**config.mk**
```make
export PLATFORM = sky130hd
export DESIGN_NAME = instr_fetch_ctrl
export DESIGN_NICKNAME = d
export VERILOG_FILES = /design/src/rtl/isa_pkg.sv /design/src/rtl/instr_fetch_ctrl.sv
export SDC_FILE = /design/constraint.sdc
export NUM_CORES = 1
export LEC_CHECK = 0
export CAP_MARGIN = 20
export CORE_ASPECT_RATIO = 1.4
export CORE_MARGIN = 3
export CORE_UTILIZATION = 35
export DETAILED_ROUTE_END_ITERATION = 16
export GPL_TIMING_DRIVEN = 1
export PLACE_DENSITY = 0.81
export SKIP_LAST_GASP = 1
export SLEW_MARGIN = 5
export SYNTH_ARGS = -nofsm -noshare
export SYNTH_HDL_FRONTEND = slang
export SYNTH_SLANG_ARGS = --single-unit
```
**constraint.sdc**
```tcl
create_clock -name clk -period 1.9 [get_ports clk]
set_input_delay 0.285 -clock clk [delete_from_list [all_inputs] [get_ports clk]]
set_output_delay 0.285 -clock clk [all_outputs]
set_load 0.01 [all_outputs]
```
**src/rtl/isa_pkg.sv**
```systemverilog
// Shared ISA definitions used by instruction fetch and execution control:
// opcode encodings, immediate-operand decode and the fetch sequencer states.
package isa_pkg;

    localparam int OPC_W = 8;

    localparam logic [OPC_W-1:0] LDACI  = 8'd0;
    localparam logic [OPC_W-1:0] LDAC   = 8'd1;
    localparam logic [OPC_W-1:0] STAC   = 8'd2;
    localparam logic [OPC_W-1:0] MVACR1 = 8'd3;
    localparam logic [OPC_W-1:0] MVACR2 = 8'd4;
    localparam logic [OPC_W-1:0] MVACR3 = 8'd5;
    localparam logic [OPC_W-1:0] MVACR4 = 8'd6;
    localparam logic [OPC_W-1:0] MVR1AC = 8'd7;
    localparam logic [OPC_W-1:0] MVR2AC = 8'd8;
    localparam logic [OPC_W-1:0] MVR3AC = 8'd9;
    localparam logic [OPC_W-1:0] MVR4AC = 8'd10;
    localparam logic [OPC_W-1:0] LDDAC  = 8'd11;
    localparam logic [OPC_W-1:0] STDAC  = 8'd12;
    localparam logic [OPC_W-1:0] STACI  = 8'd13;
    localparam logic [OPC_W-1:0] ADD    = 8'd14;
    localparam logic [OPC_W-1:0] SUB    = 8'd15;
    localparam logic [OPC_W-1:0] MUL    = 8'd16;
    localparam logic [OPC_W-1:0] DIV    = 8'd17;
    localparam logic [OPC_W-1:0] AND_OP = 8'd18;
    localparam logic [OPC_W-1:0] OR_OP  = 8'd19;
    localparam logic [OPC_W-1:0] XOR_OP = 8'd20;
    localparam logic [OPC_W-1:0] NOT_OP = 8'd21;
    localparam logic [OPC_W-1:0] SHL    = 8'd22;
    localparam logic [OPC_W-1:0] SHR    = 8'd23;
    localparam logic [OPC_W-1:0] INAC   = 8'd24;
    localparam logic [OPC_W-1:0] DCAC   = 8'd25;
    localparam logic [OPC_W-1:0] CLRAC  = 8'd26;
    localparam logic [OPC_W-1:0] JPNZ   = 8'd27;
    localparam logic [OPC_W-1:0] ENDOP  = 8'd28;
    localparam logic [OPC_W-1:0] JUMP   = 8'd29;
    localparam logic [OPC_W-1:0] INR1   = 8'd30;
    localparam logic [OPC_W-1:0] INR2   = 8'd31;
    localparam logic [OPC_W-1:0] DCR1   = 8'd32;
    localparam logic [OPC_W-1:0] DCR2   = 8'd33;
    localparam logic [OPC_W-1:0] NOP    = 8'd34;

    typedef enum logic [2:0] {
        FS_IDLE,
        FS_FETCH,
        FS_OPC,
        FS_IMM,
        FS_ISSUE,
        FS_HALT
    } fetch_state_e;

    // Only these three opcodes are followed by an immediate byte; every other value is one byte.
    function automatic logic has_imm(input logic [OPC_W-1:0] opc);
        return (opc == LDACI) || (opc == STACI) || (opc == JPNZ);
    endfunction

endpackage

```
**src/rtl/instr_fetch_ctrl.sv**
```systemverilog
// Instruction memory owner: loader writes when idle/halted, otherwise fetches opcode(+imm) and issues it.
// Latency: 3 cycles per 1-byte instruction, 4 per immediate instruction (start edge counted as first).
// Backpressure: instruction held stable in ISSUE until ins_ready; loader only accepted while idle/halted.
module instr_fetch_ctrl
    import isa_pkg::*;
#(
    parameter int DATA_WIDTH = 8,
    parameter int ADDR_WIDTH = 8
) (
    input  logic                    clk,
    input  logic                    rst_n,
    input  logic                    load_valid,
    input  logic [2*DATA_WIDTH-1:0] load_instr,
    input  logic [ADDR_WIDTH-1:0]   load_addr,
    output logic                    load_ready,
    input  logic                    start,
    output logic                    im_we,
    output logic [2*DATA_WIDTH-1:0] im_w_instr,
    output logic [ADDR_WIDTH-1:0]   im_w_addr,
    output logic [ADDR_WIDTH-1:0]   im_r_addr,
    input  logic [DATA_WIDTH-1:0]   im_r_instr,
    output logic                    ins_valid,
    input  logic                    ins_ready,
    output logic [DATA_WIDTH-1:0]   ins_opcode,
    output logic [DATA_WIDTH-1:0]   ins_operand,
    output logic                    ins_has_imm,
    input  logic                    jump_valid,
    input  logic [ADDR_WIDTH-1:0]   jump_addr,
    output logic                    busy,
    output logic                    halted
);

    localparam logic [ADDR_WIDTH-1:0] PC_ONE = ADDR_WIDTH'(1);
    localparam logic [ADDR_WIDTH-1:0] PC_TWO = ADDR_WIDTH'(2);
    localparam logic [DATA_WIDTH-1:0] END_OPC = DATA_WIDTH'(ENDOP);

    fetch_state_e            state_q, state_d;
    logic [ADDR_WIDTH-1:0]   pc_q, pc_d;
    logic [DATA_WIDTH-1:0]   opcode_q, opcode_d;
    logic [DATA_WIDTH-1:0]   operand_q, operand_d;
    logic                    has_imm_q, has_imm_d;
    logic                    halted_q, halted_d;
    logic                    ins_valid_q, busy_q, load_ready_q;
    logic [ADDR_WIDTH-1:0]   rd_addr;
    logic                    opc_imm;

    always_comb begin
        state_d   = state_q;
        pc_d      = pc_q;
        opcode_d  = opcode_q;
        operand_d = operand_q;
        has_imm_d = has_imm_q;
        halted_d  = halted_q;
        rd_addr   = pc_q;
        opc_imm   = has_imm(OPC_W'(im_r_instr));

        case (state_q)
            FS_IDLE, FS_HALT: begin
                // A loader write in the same cycle wins; start is dropped, not deferred.
                if (!load_valid && start) begin
                    pc_d     = '0;
                    halted_d = 1'b0;
                    state_d  = FS_FETCH;
                end
            end
            FS_FETCH: begin
                state_d = FS_OPC;
            end
            FS_OPC: begin
                opcode_d  = im_r_instr;
                has_imm_d = opc_imm;
                if (opc_imm) begin
                    rd_addr = pc_q + PC_ONE;
                    state_d = FS_IMM;
                end else begin
                    operand_d = '0;
                    pc_d      = pc_q + PC_ONE;
                    state_d   = FS_ISSUE;
                end
            end
            FS_IMM: begin
                operand_d = im_r_instr;
                pc_d      = pc_q + PC_TWO;
                state_d   = FS_ISSUE;
            end
            FS_ISSUE: begin
                if (ins_ready) begin
                    // ENDOP ends the program even if a redirect is offered alongside it.
                    if (opcode_q == END_OPC) begin
                        halted_d = 1'b1;
                        state_d  = FS_HALT;
                    end else begin
                        if (jump_valid) begin
                            pc_d = jump_addr;
                        end
                        state_d = FS_FETCH;
                    end
                end
            end
            default: begin
                state_d = FS_IDLE;
            end
        endcase
    end

    always_ff @(posedge clk or negedge rst_n) begin
        if (!rst_n) begin
            state_q      <= FS_IDLE;
            pc_q         <= '0;
            opcode_q     <= '0;
            operand_q    <= '0;
            has_imm_q    <= 1'b0;
            halted_q     <= 1'b0;
            ins_valid_q  <= 1'b0;
            busy_q       <= 1'b0;
            load_ready_q <= 1'b1;
        end else begin
            state_q      <= state_d;
            pc_q         <= pc_d;
            opcode_q     <= opcode_d;
            operand_q    <= operand_d;
            has_imm_q    <= has_imm_d;
            halted_q     <= halted_d;
            ins_valid_q  <= (state_d == FS_ISSUE);
            busy_q       <= (state_d != FS_IDLE) && (state_d != FS_HALT);
            load_ready_q <= (state_d == FS_IDLE) || (state_d == FS_HALT);
        end
    end

    assign load_ready  = load_ready_q;
    assign im_we       = load_ready_q & load_valid;
    assign im_w_instr  = load_instr;
    assign im_w_addr   = load_addr;
    assign im_r_addr   = rd_addr;
    assign ins_valid   = ins_valid_q;
    assign ins_opcode  = opcode_q;
    assign ins_operand = operand_q;
    assign ins_has_imm = has_imm_q;
    assign busy        = busy_q;
    assign halted      = halted_q;

endmodule

```
---- After elaboration in Yosys (flattened, before gate mapping) ----
Cells that the tools add are included.
W data, S select, Z words.
word-level totals
  word-level logic and storage cells ...... 65
  bits in read-only memories .............. 0
  bits in writable memories ............... 0
  flip-flop bits (word level) ............. 32
  memories kept ........................... 0
  output and inout port bits .............. 54
  input bits .............................. 46
  bits in latches ......................... 0
operators by class
  order comparisons ....................... 0
  reductions and logical operators ........ 17
  multiply operators ...................... 0
  divide/modulo/power cells ............... 0
  add/subtract/negate cells ............... 2
  shift-type cells ........................ 0
  multiplexer cells ....................... 19
  eq/ne operators ......................... 17
  bitwise gates (word level) .............. 1
operators by type and width
  kind                   count
  $mux W8                8
  $pmux W8 S4            1
  $eq A8 B5 Y1 const B   2
  $pmux W8 S2            1
  $pmux W3 S5            1
  $eq A3 B3 Y1 const B   4
  $mux W3                4
  $ne A2 B2 Y1 const B   6
  $add A8 B1 Y8 const B  1
  $add A8 B2 Y8 const B  1
  $eq A8 B4 Y1 const B   1
  $logic_not A8 Y1       1
  $eq A3 B2 Y1 const B   2
  $logic_not A3 Y1       2
  $reduce_and A6 Y1      1
  $reduce_and A4 Y1      1
  $reduce_bool A2 Y1     2
  $reduce_bool A4 Y1     1
  $eq A3 B1 Y1 const B   1
  $logic_or A1 B1 Y1     3
  $mux W1                3
  $ne A3 B3 Y1 const B   1
  $reduce_bool A3 Y1     1
  $logic_and A1 B1 Y1    2
  other kinds (5)        5

---- Logic depth before layout (Yosys ltp) ----
Gate-level depths: netlist (run 1).
  word-level depth ........................ 7
  gate-level depth with buffers ........... 8
  mapped depth without buffers ............ 6

---- Worst setup path before layout (run 1) ----
OpenSTA, ideal clock, no wires.
  kind .................................... flip-flop to output port
  start point ............................. register state_q[2]
  end point ............................... output port im_r_addr[3]
  arrival time ............................ 1.666 ns
  required time ........................... 1.615 ns
  buffers on the path ..................... 2
  slack ................................... -0.051 ns
  cell stages (with the launch flop) ...... 8
  cell sequence ........................... dfrtp_1 nand2b_1 buf_2 nor2_4 o211ai_4 buf_2 nor2_1 xor2_1
on the way
  longest elaborated chain between the ends .. 2
ends and longest elaborated chain
  item                    RTL line                 text
  start, declared         instr_fetch_ctrl.sv:37   fetch_state_e state_q, state_d;
  start signal, assigned  instr_fetch_ctrl.sv:118  state_q <= state_d;
  $eq A3 B2 Y1            instr_fetch_ctrl.sv:57   case (state_q)
  $mux W8                 instr_fetch_ctrl.sv:57
  end, declared           instr_fetch_ctrl.sv:20   output logic [ADDR_WIDTH-1:0] im_r_addr,
No other way between the ends.

---- Worst setup path in the final report (run 1) ----
  start point ............................. input port im_r_instr[1]
  end point ............................... output port im_r_addr[5]
on the way
  longest elaborated chain between the ends .. 5
  elaborated cells on any way between the ends .. 7
  those cells by class .................... 2 x eq/ne; 2 x mux; 3 x reduce/logical
ends and longest elaborated chain
  item                                              RTL line                text
  start, declared                                   instr_fetch_ctrl.sv:21  input logic [DATA_WIDTH-1:0] im_r_instr,
  $eq A8 B4 Y1 or $logic_not A8 Y1 (tied branches)  isa_pkg.sv:54           return (opc == LDACI) || (opc == STACI) || (opc == JPNZ);
  $logic_or A1 B1 Y1                                isa_pkg.sv:54
  $logic_or A1 B1 Y1 (*)                            isa_pkg.sv:54
  $mux W8 (*)                                       instr_fetch_ctrl.sv:72  if (opc_imm) begin
  $mux W8 (*)                                       instr_fetch_ctrl.sv:57
Every way passes the cells marked *; elsewhere a longest branch is shown, timed or not.

==> flow_summary_export.csv, run 1 <==
group,metric,value,unit
critical_path,cp_slowest_cell,"sky130_fd_sc_hd__or3b_4",
layout,number_of_filler_instances_in_the_final_layout,467,
layout,drive_above_1_share,0.450,
logic_synthesis,synthDominantAreaCellType,"sky130_fd_sc_hd__dfrtp_1",
place,place.detailed.instances,325,
grt,global_route.usage.total,0.166,
place,place.port_buffers,51,
floorplanning,die_x,70.1,um
logic_synthesis,yosysUniqueCellTypes,49,
critical_path,worst_r2r_path_depth,6,
timing,skew_final,8.83,ps
logic_synthesis,synth_top_flop_cell,"sky130_fd_sc_hd__dfrtp_1",
timing,min_clock_period_post_route,2020,ps
place,placedInstanceArea,2730,um^2
drt,initial_drc_count,112,
pwr,pwr-share-seq,0.284,
pwr,internal_power,2760,uW
place,hpwlAfterDp,3880,um
logic_synthesis,synth_nets,242,
critical_path,critical_path.max_fanout,6,
layout,final_cell_count_no_fill,346,
cts,clk_pin_slew,60,ps
critical_path,ordered_cell_list_for_the_critical_path,"buf_6 > or3b_4 > a21oi_4 > o211ai_4 > buf_6 > nor3_4 > xor2_1 > buf_2",
critical_path,crit_type,"in2out",
timing,worst_slew_pin_slew,432,ps
grt,met2_usage,0.314,
cts,cts_tree,"yes",
pwr,combPwrFrac,0.599,
grt,grt_antenna_before_repair,0,
worst_hold_path,worstHoldPathType,"in2reg",
outcome,violations,"setup timing",
timing,max_clock_freq,0.496,GHz
timing,slew_viol_final,0,
critical_path,path_common_cell,"sky130_fd_sc_hd__buf_6",
pwr,power_density_over_the_cells,1450,nW/um^2
drt,detailroute.via_count,1789,
timing,layout_worst_path_cycle_share,1.06,
timing,setup_violations,13,
grt,grt_overflow_total,0,
cts,cts-htree-levels,2,
floorplanning,core_region,5530,um^2
logic_synthesis,synth.yosys.seq_area_share,0.398,
drt,drt_drc_violations_left,0,
timing,grt_setup_unrepaired,"true",
layout,post-route-util,0.552,
timing,final_worst_setup_slack,-117,ps
logic_synthesis,postSynthCellCount,194,
timing,fin_tns_setup,-653,ps
logic_synthesis,synth.top_cell.area_share,0.385,
floorplanning,row_count,32,
critical_path,worst-endpoint-required,1620,ps
logic_synthesis,ys_ff_latch,32,
pwr,clock_power_share,0.117,
critical_path,setup.worst_path.end_class,"output pin",
cts,clock_latency,290,ps
layout,num-nets-final,325,
drt,antenna_viol_nets_final,0,
floorplanning,starting_utilization_of_the_core_area,0.365,
job,cap_violations,0,
critical_path,timing.rr.end,"pc_q[2]",
place,place.gp.congestion,0.798,
critical_path,crit_path_start_kind,"input port",
worst_hold_path,holdPathStages,2,
layout,multi_input_gate_area,1120,um^2
grt,grt_start_max_net_pins,33,
pwr,netSwitchingPower,1660,uW
grt,grt-busiest-layer,"met2",
grt,met3_resource_use_gr,0.0397,
cts,clock-root-buffer,"sky130_fd_sc_hd__clkbuf_8",
layout,design_area,3050,um^2
logic_synthesis,synthesis.yosys.warnings,0,
layout,area.growth.synth_to_final,51.4,%
grt,met1_usage,0.181,
logic_synthesis,synth_edf_count,0,
worst_hold_path,timing.hold.worst.start,"im_r_instr[1]",
drt,drt_pass1_iterations,4,
timing,timing.slew.headroom,0.712,
outcome,result_of_the_run,"finished with violations",
pwr,vdd.ir_drop.worst,0.793,mV
logic_synthesis,syn_std_cell_area,2020,um^2
layout,regArea,802,um^2
pwr,swShare,0.376,
floorplanning,design.portCount,100,
grt,grt_first_pass_wirelength,8830,um
drt,via_cell_ratio,5.17,
layout,n_antenna_cell,0,
critical_path,r2r-start,"state_q[1]",
worst_hold_path,worst_hold_path.endpoint,"ins_operand[1]",
timing,count_of_final_hold_check_violations,0,
logic_synthesis,synthArstFlopShare,1.00,
cts,cts.sinks,32,
logic_synthesis,ys_top_cells_by_area,"sky130_fd_sc_hd__dfrtp_1, sky130_fd_sc_hd__buf_4, sky130_fd_sc_hd__mux2_2",
floorplanning,die_y,95.8,um
critical_path,max_stage_delay,400,ps
critical_path,critical_path_arrival,1730,ps
cts,numCtsBuffers,5,
pwr,power_leakage,0.00140,uW
cts,cts_max_path_buffers,2,
grt,grt_pass1_vias,1861,
critical_path,setup_slack_on_the_worst_flop_to_flop_path,-30,ps
drt,avg_wl_per_cell,16.6,um
drt,totalWireLength,5740,um
floorplanning,dieArea,6720,um^2
logic_synthesis,postSynthAreaPerCell,10.4,um^2
==> per-stage QoR <==
stage               total power [uW]  setup WS, ps  hold WS, ps
floorplan                       2590          20.9        -10.6
global placement                3660          -828          492
detailed placement              3730          -889          493
CTS                             4290          -104          262
global route                    4700          -145          228
finish                          4420          -117          230
==> layout make-up <==
type                    count  share of cell area
multi-input cells         125               0.368
well taps                  68              0.0279
clock buffers               6              0.0238
repair buffers            108               0.308
clock inverters             2             0.00410
flip-flops and latches     32               0.263
inverters                   5             0.00615
==> sequential cells by signal, summed over array words and instances (netlist names) <==
register	count
halted	1
state_q	3
ins_valid	1
ins_opcode	8
ins_operand	8
load_ready	1
ins_has_imm	1
busy	1
pc_q	8
==> metal layers <==
metal | routed length (um) | vias up
met4 | 92 | 0
met5 | 0 | -
met1 | 2190 | 892
li1 | - | 829
met2 | 3130 | 55
met3 | 317 | 13
==> cells by family after synthesis <==
logic type | count (synthesis) | synth area share
multiplexers | 18 | 0.110
XOR/XNOR | 13 | 0.0565
adder cells (fa/ha/maj) | 2 | 0.0124
buffers and inverters | 37 | 0.125
flip-flops | 32 | 0.398
AO/OA/AOI/OAI | 39 | 0.154
AND/OR/NAND/NOR | 53 | 0.144
==> worst max-delay path by stage <==
| stage | start | endpoint | slack, ps | cells after the start |
|---|---|---|---|---|
| 5_1_grt | pc_q[1] | im_r_addr[7] | -150 | 6 |
| 4_1_cts | state_q[2] | im_r_addr[5] | -100 | 7 |
| 3_3_place_gp | im_r_instr[1] | im_r_addr[5] | -830 | 7 |
| 3_5_place_dp | im_r_instr[1] | im_r_addr[4] | -890 | 7 |
| 6_report | im_r_instr[1] | im_r_addr[5] | -120 | 8 |
| 2_1_floorplan | state_q[2] | im_r_addr[3] | 20 | 7 |
==> power by group through the flow <==
| stage | clock, uW | combinational [uW] | sequential (uW) |
|---|---|---|---|
| final | 516 | 2650 | 1260 |
| after global routing | 556 | 2850 | 1300 |
| after CTS | 531 | 2500 | 1250 |
| after detailed placement | 0 | 2480 | 1250 |
| after global placement | 0 | 2420 | 1240 |
| after floorplan | 0 | 1270 | 1320 |
==> cells in the mapped netlist (all sizes together), types with 2 or more instances <==
library cell	instances
a31oi	3
ha	2
o311ai	2
mux2i	2
nor3	6
or3b	3
nand2	19
a21oi	6
nand3	2
mux2	16
xnor2	5
dfrtp	31
o2111ai	2
nand3b	2
nand4	2
and2	3
nor2	11
xor2	8
a22o	8
inv	5
o21ai	9
buf	30
clkbuf	2
==> cell usage in the layout, fill, tap and decap left out, drive strengths merged, types with 2 or more instances in the layout <==
master         count
dlygate4sd2        4
or3b               3
a22o               8
buf               68
mux2              16
nand4              2
and2               3
nand2             19
a31oi              3
inv                5
xnor2              5
nor3               6
o21ai              9
o311ai             2
ha                 2
clkdlybuf4s50     36
xor2               8
o2111ai            2
nand3              2
mux2i              2
a21oi              6
dfrtp             31
nor2              11
clkbuf             6
nand3b             2
==> timing repair <==
item	in CTS	in global routing
buffers inserted	7	7
pin swaps	15	14
hold buffers	0	0
setup endpoints to repair	15	18
resized for setup	76	16
==> critical path, delay by kind of cell <==
kind                   cells  cell delay (ps)
XOR/XNOR                   1              170
buffers and inverters      3              420
AND/OR/NAND/NOR            2              510
AO/OA/AOI/OAI              2              360
Note: power is estimated with default switching activity, not from simulation.
==> run 2, diff against run 1 <==
--- a/config.mk
+++ b/config.mk
@@ -5,6 +5,7 @@
 export SDC_FILE = /design/constraint.sdc
 export NUM_CORES = 1
 export LEC_CHECK = 0
+export ABC_CLOCK_PERIOD_IN_PS = 1900
 export CAP_MARGIN = 20
 export CORE_ASPECT_RATIO = 1.4
 export CORE_MARGIN = 3
@@ -12,6 +13,7 @@
 export DETAILED_ROUTE_END_ITERATION = 16
 export GPL_TIMING_DRIVEN = 1
 export PLACE_DENSITY = 0.81
+export SETUP_SLACK_MARGIN = 0.5
 export SKIP_LAST_GASP = 1
 export SLEW_MARGIN = 5
 export SYNTH_ARGS = -nofsm -noshare
==> run 2 against run 1 <==
  * The flow still finishes with violations (setup timing)
  * Register-to-register slack got worse by 20 ps
  * Sequential power barely moved
  * First-iteration DRC count fell by 21%
  * Die area did not move
  * Non-clock buffer count rose by 2
  * Sequential share of layout area fell by 0.25 points
  * Largest power group unchanged
  * Count of clock-buffer cells in the layout did not move
  * Utilization rose by 0.61 points
  * Critical endpoint is now im_r_addr[1]
  * Final cell count rose by 0.58%
==> flow_summary_export.csv, run 2 (same netlist as run 1, synthesis figures left out) <==
group,metric,value,unit
timing,layout_worst_path_cycle_share,1.04,
cts,cts_max_path_buffers,2,
cts,cts-htree-levels,2,
place,place.gp.congestion,0.889,
pwr,power_density_over_the_cells,1430,nW/um^2
critical_path,worst_r2r_path_depth,6,
pwr,pwr-share-seq,0.283,
floorplanning,starting_utilization_of_the_core_area,0.365,
pwr,netSwitchingPower,1700,uW
outcome,violations,"setup timing",
pwr,total_power,4400,uW
grt,grt_first_pass_wirelength,8830,um
drt,drt_drc_violations_left,0,
pwr,vdd.ir_drop.worst,0.828,mV
cts,clock-root-buffer,"sky130_fd_sc_hd__clkbuf_8",
critical_path,crit_type,"in2out",
timing,count_of_final_hold_check_violations,0,
outcome,result_of_the_run,"finished with violations",
layout,mostFrequentLayoutCells,"sky130_fd_sc_hd__buf_4, sky130_fd_sc_hd__dfrtp_1, sky130_fd_sc_hd__dlygate4sd2_1, sky130_fd_sc_hd__nand2_1",
drt,avg_wl_per_cell,15.8,um
layout,post-route-util,0.558,
drt,initial_drc_count,88,
timing,final_worst_setup_slack,-78.4,ps
worst_hold_path,timing.hold.worst.start,"im_r_instr[4]",
cts,hold_buffers,0,
drt,totalWireLength,5510,um
layout,drive_above_1_share,0.468,
place,hpwlAfterDp,3850,um
drt,detailroute.via_count,1772,
grt,grt_overflow_total,0,
grt,grt_start_max_net_pins,33,
drt,antenna_viol_nets_final,0,
grt,global_route.usage.total,0.167,
floorplanning,core_region,5530,um^2
timing,min_clock_period_post_route,1980,ps
floorplanning,die_x,70.1,um
layout,area.growth.synth_to_final,53.1,%
critical_path,r2r-start,"state_q[1]",
critical_path,max_stage_delay,400,ps
layout,mostFrequentLayoutCell,"sky130_fd_sc_hd__buf_4",
floorplanning,row_count,32,
drt,drt_pass1_iterations,4,
critical_path,cp.depth,7,
timing,setup_violations,13,
critical_path,critPathBufInv,3,
job,cap_violations,0,
cts,cts_tree,"yes",
worst_hold_path,holdPathStages,3,
floorplanning,dieArea,6720,um^2
cts,numCtsBuffers,5,
pwr,clock_power_share,0.125,
pwr,internal_power,2700,uW
critical_path,cp_slowest_cell,"sky130_fd_sc_hd__or3b_4",
timing,worst_slew_pin_slew,416,ps
critical_path,critical_path_arrival,1690,ps
critical_path,setup.worst_path.end_class,"output pin",
pwr,swShare,0.386,
place,place.port_buffers,51,
grt,grt_antenna_before_repair,0,
timing,fin_tns_setup,-525,ps
critical_path,setup_slack_on_the_worst_flop_to_flop_path,-50,ps
critical_path,worst-endpoint-required,1620,ps
cts,cts.sinks,32,
drt,via_cell_ratio,5.09,
floorplanning,die_y,95.8,um
floorplanning,design.portCount,100,
worst_hold_path,worst_hold_path.endpoint,"ins_operand[4]",
grt,grt_pass1_vias,1852,
timing,timing.slew.headroom,0.723,
timing,grt_setup_unrepaired,"true",
critical_path,critical_path.max_fanout,6,
cts,clock_latency,290,ps
pwr,combPwrFrac,0.593,
worst_hold_path,worstHoldPathType,"in2reg",
critical_path,crit_path_start_kind,"input port",
critical_path,timing.rr.end,"pc_q[6]",
critical_path,path_common_cell,"sky130_fd_sc_hd__buf_6",
layout,n_antenna_cell,0,
layout,num-nets-final,327,
timing,slew_viol_final,0,
cts,clk_pin_slew,60,ps
timing,worst_hold_slack,338,ps
critical_path,worst_path_dominant_cell_family,"simple AND/OR/NAND/NOR gates",
timing,max_clock_freq,0.505,GHz
pwr,power_leakage,0.00150,uW
timing,skew_final,6.85,ps
critical_path,ordered_cell_list_for_the_critical_path,"buf_6 > or3b_4 > a21oi_4 > o211ai_4 > buf_4 > mux2_4 > buf_6",
## run 2: cell types whose count changed in the layout (fill, tap and decap cells not counted), moves of 3 or more
cell,previous run,this run
sky130_fd_sc_hd__clkdlybuf4s50_1,36,13
sky130_fd_sc_hd__dlygate4sd2_1,4,22
sky130_fd_sc_hd__clkdlybuf4s15_1,0,3
sky130_fd_sc_hd__xor2_1,8,5
sky130_fd_sc_hd__xor2_2,0,3
## run 2: how the worst max path moves through the flow
stage	startpoint	to	slack (ps)
detailed placement	im_r_instr[2]	im_r_addr[2]	-850
global placement	im_r_instr[2]	im_r_addr[2]	-800
CTS	im_r_instr[4]	im_r_addr[5]	-140
global route	im_r_instr[4]	im_r_addr[4]	-140
finish	im_r_instr[4]	im_r_addr[1]	-80
floorplan	state_q[2]	im_r_addr[3]	70
## run 2: what timing repair did
item | 4_1_cts | 5_1_grt
gates resized for setup | 100 | 14
endpoints found under the hold margin | 0 | 0
pin swaps | 15 | 11
setup endpoints to repair | 54 | 41
setup buffers | 10 | 4
## run 2: metrics by stage
stage	area (um^2)	instances	setup slack [ps]
after global routing	3090	348	-143
after detailed placement	2790	326	-848
after floorplan	2100	194	67.9
after CTS	3010	344	-137
after global placement	2790	326	-804
final	3090	348	-78.4
## run 2: power by group through the flow
stage,registers [uW],logic (uW),clock network (uW)
5_1_grt,1280,2840,584
3_5_place_dp,1250,2500,0
4_1_cts,1240,2550,554
3_3_place_gp,1250,2440,0
6_report,1240,2610,549
2_1_floorplan,1320,1280,0
## run 2: tightest hold or removal path: cells and delay by family
family,cells,cell delay (ps)
compound gates,1,130
buf+inv,2,180
## run 2: routing by layer
metal	track usage	share of wire	wire, um
met3	0.0491	0.062	344
met2	0.313	0.55	3040
met1	0.177	0.37	2050
met5	0	0	0
met4	0.0607	0.016	86
## run 2: cell type report
class	instances	area [um^2]
Fill cell	502	2440
Multi-Input combinational cell	125	1160
Timing Repair Buffer	110	922
Sequential cell	32	803
Tap cell	68	85.1
Clock buffer	6	82.6
Inverter	5	18.8
Clock inverter	2	10.0
==> run 3, diff against run 2 <==
--- a/config.mk
+++ b/config.mk
@@ -7,12 +7,14 @@
 export LEC_CHECK = 0
 export ABC_CLOCK_PERIOD_IN_PS = 1900
 export CAP_MARGIN = 20
+export CELL_PAD_IN_SITES_DETAIL_PLACEMENT = 0
+export CELL_PAD_IN_SITES_GLOBAL_PLACEMENT = 1
 export CORE_ASPECT_RATIO = 1.4
 export CORE_MARGIN = 3
-export CORE_UTILIZATION = 35
+export CORE_UTILIZATION = 27
 export DETAILED_ROUTE_END_ITERATION = 16
 export GPL_TIMING_DRIVEN = 1
-export PLACE_DENSITY = 0.81
+export PLACE_DENSITY = 0.84
 export SETUP_SLACK_MARGIN = 0.5
 export SKIP_LAST_GASP = 1
 export SLEW_MARGIN = 5
==> run 3 against run 2 <==
  * The run still ends with setup timing left
  * Flip-flop and latch count did not move
  * Clock skew rose by 2.5 ps
  * Global-route usage fell by 3.4 points
  * Critical path type unchanged
  * Critical endpoint is now im_r_addr[0]
==> flow_summary_export.csv, run 3 (same netlist as run 1, synthesis figures left out) <==
group,metric,value,unit
outcome,result_of_the_run,"finished with violations",
outcome,violations,"setup timing",
cts,cts.sinks,32,
layout,number_of_filler_instances_in_the_final_layout,732,
layout,multi_input_gate_area,1150,um^2
floorplanning,design.portCount,100,
critical_path,crit_type,"in2out",
drt,avg_wl_per_cell,14.9,um
cts,cts_tree,"yes",
critical_path,r2r-start,"state_q[1]",
timing,min_clock_period_post_route,1970,ps
layout,regArea,803,um^2
floorplanning,row_count,36,
cts,cts_max_path_buffers,2,
cts,cts-htree-levels,2,
critical_path,critical_path_arrival,1680,ps
pwr,power_density_over_the_cells,1430,nW/um^2
grt,grt_start_max_net_pins,33,
layout,n_antenna_cell,0,
timing,setup_violations,11,
critical_path,setup.worst_path.end_class,"output pin",
cts,numCtsBuffers,5,
cts,hold_buffers,0,
timing,count_of_final_hold_check_violations,0,
floorplanning,core_region,7120,um^2
place,hpwlAfterDp,3940,um
critical_path,cp_slowest_cell,"sky130_fd_sc_hd__or3b_4",
pwr,power_leakage,0.00142,uW
critical_path,worstSetupStartpoint,"im_r_instr[4]",
timing,slew_viol_final,0,
drt,via_cell_ratio,4.61,
cts,clock-root-buffer,"sky130_fd_sc_hd__clkbuf_8",
critical_path,cp.depth,8,
floorplanning,die_x,79.0,um
drt,drt_pass1_iterations,4,
floorplanning,starting_utilization_of_the_core_area,0.283,
timing,final_worst_setup_slack,-66.0,ps
worst_hold_path,worstHoldPathType,"in2reg",
layout,drive_above_1_share,0.458,
drt,detailroute.via_count,1706,
timing,skew_final,9.31,ps
job,cap_violations,0,
grt,grt_first_pass_wirelength,8960,um
drt,totalWireLength,5530,um
grt,global_route.usage.total,0.133,
critical_path,crit_path_start_kind,"input port",
layout,area.growth.synth_to_final,52.3,%
layout,mostFrequentLayoutCells,"sky130_fd_sc_hd__buf_4, sky130_fd_sc_hd__dfrtp_1, sky130_fd_sc_hd__dlygate4sd2_1, sky130_fd_sc_hd__nand2_1, sky130_fd_sc_hd__buf_6",
drt,initial_drc_count,72,
grt,grt_overflow_total,0,
layout,post-route-util,0.431,
critical_path,cp-endpoint,"im_r_addr[0]",
critical_path,worst-endpoint-required,1620,ps
grt,grt_antenna_before_repair,0,
timing,grt_setup_unrepaired,"true",
timing,max_clock_freq,0.509,GHz
critical_path,setup_slack_on_the_worst_flop_to_flop_path,-30,ps
critical_path,path_common_cell,"sky130_fd_sc_hd__buf_6",
layout,num-nets-final,322,
pwr,vdd.ir_drop.worst,0.928,mV
timing,layout_worst_path_cycle_share,1.03,
place,place.port_buffers,51,
critical_path,worst_r2r_path_depth,6,
floorplanning,dieArea,8550,um^2
drt,drt_drc_violations_left,0,
place,place.gp.congestion,0.859,
layout,mostFrequentLayoutCell,"sky130_fd_sc_hd__buf_4",
timing,timing.slew.headroom,0.716,
place,place_ws,-831,ps
critical_path,critical_path.max_fanout,7,
grt,grt_pass1_vias,1837,
critical_path,critPathBufInv,4,
critical_path,timing.rr.end,"pc_q[2]",
worst_hold_path,timing.hold.worst.start,"im_r_instr[1]",
cts,clock_latency,290,ps
critical_path,max_stage_delay,400,ps
drt,antenna_viol_nets_final,0,
critical_path,ordered_cell_list_for_the_critical_path,"buf_6 > or3b_4 > a21oi_4 > o211ai_4 > buf_4 > buf_6 > xnor2_2 > buf_2",
floorplanning,die_y,108,um
timing,worst_slew_pin_slew,426,ps
cts,clk_pin_slew,80,ps
critical_path,worst_path_dominant_cell_family,"buffers and inverters",
## run 3: worst min-delay path by stage
stage | to | slack, ps | cells past startpoint
after floorplan | busy | -10 | 0
after global placement | ins_has_imm | 490 | 2
after detailed placement | ins_operand[1] | 490 | 1
after CTS | ins_operand[4] | 320 | 3
after global routing | ins_operand[4] | 330 | 3
final | ins_operand[1] | 330 | 3
## run 3: timing repair
action | CTS | global route
endpoints found under the setup margin | 54 | 36
pin swaps | 20 | 15
buffers inserted | 6 | 5
gates resized for setup | 103 | 11
cloned | 0 | 0
## run 3: area by class of cell
class | count | share of cell area
multi-input cells | 125 | 0.376
inverters | 5 | 0.00611
flip-flops and latches | 32 | 0.262
clock buffers | 6 | 0.0236
well taps | 95 | 0.0387
clock inverters | 2 | 0.00408
repair buffers | 105 | 0.289
## run 3: layer usage
layer	vias to the layer above	GRT usage	wire length, um
li1	823	-	-
met1	831	0.152	2240
met2	39	0.231	2880
met3	13	0.0375	316
met4	0	0.0577	95
met5	-	0	0
## run 3: stage by stage
| stage | cells | area [um^2] | hold WS (ps) | setup TNS [ps] | total power (uW) |
|---|---|---|---|---|---|
| 2_1_floorplan | 194 | 2100 | -10.6 | 0 | 2610 |
| 3_3_place_gp | 351 | 2810 | 494 | -9120 | 3730 |
| 3_5_place_dp | 351 | 2810 | 491 | -9910 | 3770 |
| 4_1_cts | 365 | 2990 | 321 | -401 | 4320 |
| 5_1_grt | 370 | 3070 | 332 | -1450 | 4690 |
| 6_report | 370 | 3070 | 330 | -362 | 4380 |
## run 3: worst min-delay path, stage by stage
cell and delay (ps):
sky130_fd_sc_hd__buf_6 70, sky130_fd_sc_hd__buf_4 120, sky130_fd_sc_hd__a22o_1 120
## run 3: where the power goes
| group | internal (uW) | switching (uW) | total (uW) |
|---|---|---|---|
| clock network | 256 | 267 | 522 |
| logic | 1430 | 1190 | 2620 |
| registers | 1000 | 238 | 1240 |
| total | 2690 | 1690 | 4380 |
==> variant: new RTL, config.mk and constraints of run 2 <==
The parameter `DATA_WIDTH` goes from 8 to 12.
--- a/src/rtl/instr_fetch_ctrl.sv
+++ b/src/rtl/instr_fetch_ctrl.sv
@@ -5,5 +5,5 @@
     import isa_pkg::*;
 #(
-    parameter int DATA_WIDTH = 8,
+    parameter int DATA_WIDTH = 12,
     parameter int ADDR_WIDTH = 8
 ) (
Interface: changed (5 resized); port bits go from 100 to 128. No check against the original RTL was run, so the function may have changed too.
==> variant against run 2 <==
- the run still ends with setup timing left
- hold slack got worse by 0.30 ns
- final cell count is 33% higher
- global-route usage up 1.5 points
- sequential power increased by 19%
- sequential cell count is 8 higher
- die area increased by 18%
- power up 24%
- routed wire length rose by 42%
- first-iteration DRC count grew 52%
- fmax is 11% lower
- cell area is 28% higher
- synthesized area is 19% higher
- sequential share of layout area down 0.57 points
- setup slack got worse by 0.25 ns
- critical path type is now reg2out
- largest cell class unchanged
==> variant: results (changes against run 2) <==
.. list-table::
   :header-rows: 1

   * - Metric
     - Value
   * - Area after detailed placement
     - 3190 um^2 (+15%)
   * - # port buffers
     - 63 (+24%)
   * - Lkg Pwr
     - 1.92 nW (+28%)
   * - Leading post-synthesis cells by instance count
     - nand2_1 (51), dfrtp_1 (39), buf_4 (32)
   * - Worst clock skew on the final layout
     - 0.00890 ns (+0.00206 ns)
   * - Result of the run
     - finished with violations
   * - Count of cell types in the netlist
     - 53 (+8.2%)
   * - Normalized max-slew margin
     - 0.658 (-0.0650)
   * - Peak supply drop
     - 0.787 mV (-4.9%)
   * - Final count of negative-setup-slack endpoints
     - 17 (+4)
   * - Worst flop-to-flop path startpoint
     - state_q[0]
   * - Global Route Usage Sum
     - 0.182 (+0.0148)
   * - Final WS setup
     - -0.331 ns (-0.253 ns)
   * - Violations in the final reports
     - setup timing
   * - Number of violations reported at the end of detailed-routing iteration 0
     - 134 (+52%)
   * - Register-to-register setup slack
     - -0.16 ns (-0.11 ns)
   * - Most instantiated library cell after synthesis
     - nand2_1
   * - Pin count of the biggest net entering global routing
     - 41 (+24%)
   * - Count of cells along the worst register-to-register path
     - 9 (+3)
   * - HPWL reported at the end of detailed placement
     - 4.72 mm (+22%)
   * - Worst r2r dst
     - pc_q[4]
   * - Wire length of the first global-routing pass
     - 11.6 mm (+32%)
   * - Total negative slack
     - -3.48 ns (-2.96 ns)
   * - Final net count
     - 430 (+31%)
   * - Number of inserted filler cells in the final layout
     - 529 (+5.4%)
   * - Mapped Nets
     - 323 (+33%)
   * - Post-place setup slack
     - -0.876 ns (-0.0282 ns)
-- variant: cell count changes in the layout (fill, tap and decap cells not counted), moves of 6 or more --
| cell | before | now |
|---|---|---|
| nand2_2 | 2 | 13 |
| dfrtp_1 | 30 | 39 |
| buf_6 | 13 | 30 |
| o21ai_1 | 0 | 6 |
| nand2_1 | 16 | 36 |
| mux2_2 | 8 | 0 |
| mux2_4 | 7 | 1 |
-- variant: worst max-delay path by stage --
stage	start	to	slack, ns	depth (start not counted)
detailed placement	im_r_instr[0]	im_r_addr[7]	-0.88	7
global route	state_q[2]	im_r_addr[4]	-0.38	7
floorplan	state_q[1]	im_r_addr[5]	-0.04	7
global placement	im_r_instr[0]	im_r_addr[5]	-0.85	7
CTS	state_q[2]	im_r_addr[7]	-0.30	7
finish	state_q[2]	im_r_addr[4]	-0.33	7
-- variant: layer usage --
layer,track usage,part of all wire,vias to the layer above
li1,-,-,1092
met1,0.199,0.37,1148
met2,0.327,0.53,98
met3,0.0347,0.053,37
met4,0.0997,0.044,0
met5,0,0,-
-- variant: logic make-up (layout without fill, tap and decap cells) --
family          Yosys count  count (layout)  synth area share
buf+inv                  48             155             0.132
simple gates            105             106             0.217
compound gates           56              56             0.176
fa+ha+maj                 2               2            0.0104
xor+xnor                  9               9            0.0327
flops                    40              40             0.416
mux                       3               3            0.0151
-- variant: report_power, final --
| group | switching (mW) | leakage (nW) | total (mW) | internal [mW] |
|---|---|---|---|---|
| registers | 0.291 | 0.520 | 1.48 | 1.19 |
| logic | 1.51 | 1.33 | 3.22 | 1.72 |
| clock network | 0.307 | 0.0645 | 0.771 | 0.464 |
-- variant: cell type report --
| cell class | count | area [um^2] | share of cell area |
|---|---|---|---|
| clock buffers | 7 | 96.3 | 0.0245 |
| clock inverters | 1 | 30.0 | 0.00763 |
| inverters | 2 | 7.51 | 0.00191 |
| multi-input cells | 176 | 1370 | 0.349 |
| flip-flops and latches | 40 | 1000 | 0.255 |
| well taps | 92 | 115 | 0.0292 |
| repair buffers | 145 | 1310 | 0.333 |
-- variant: worst max-delay path, cell delays in order (launching register included) --
cell and delay (ns):
dfrtp_1 0.39, and2b_4 0.28, nand2b_4 0.07, or3_4 0.40
buf_4 0.15, nor2_4 0.09, xor2_2 0.12, buf_2 0.14
-- variant: repair_timing --
| item | CTS | global route |
|---|---|---|
| gates cloned | 2 | 2 |
| buffers inserted | 21 | 18 |
| hold buffers | 0 | 0 |
| gates resized for setup | 143 | 61 |
| pin swaps | 28 | 38 |
| endpoints found under the setup margin | 77 | 54 |
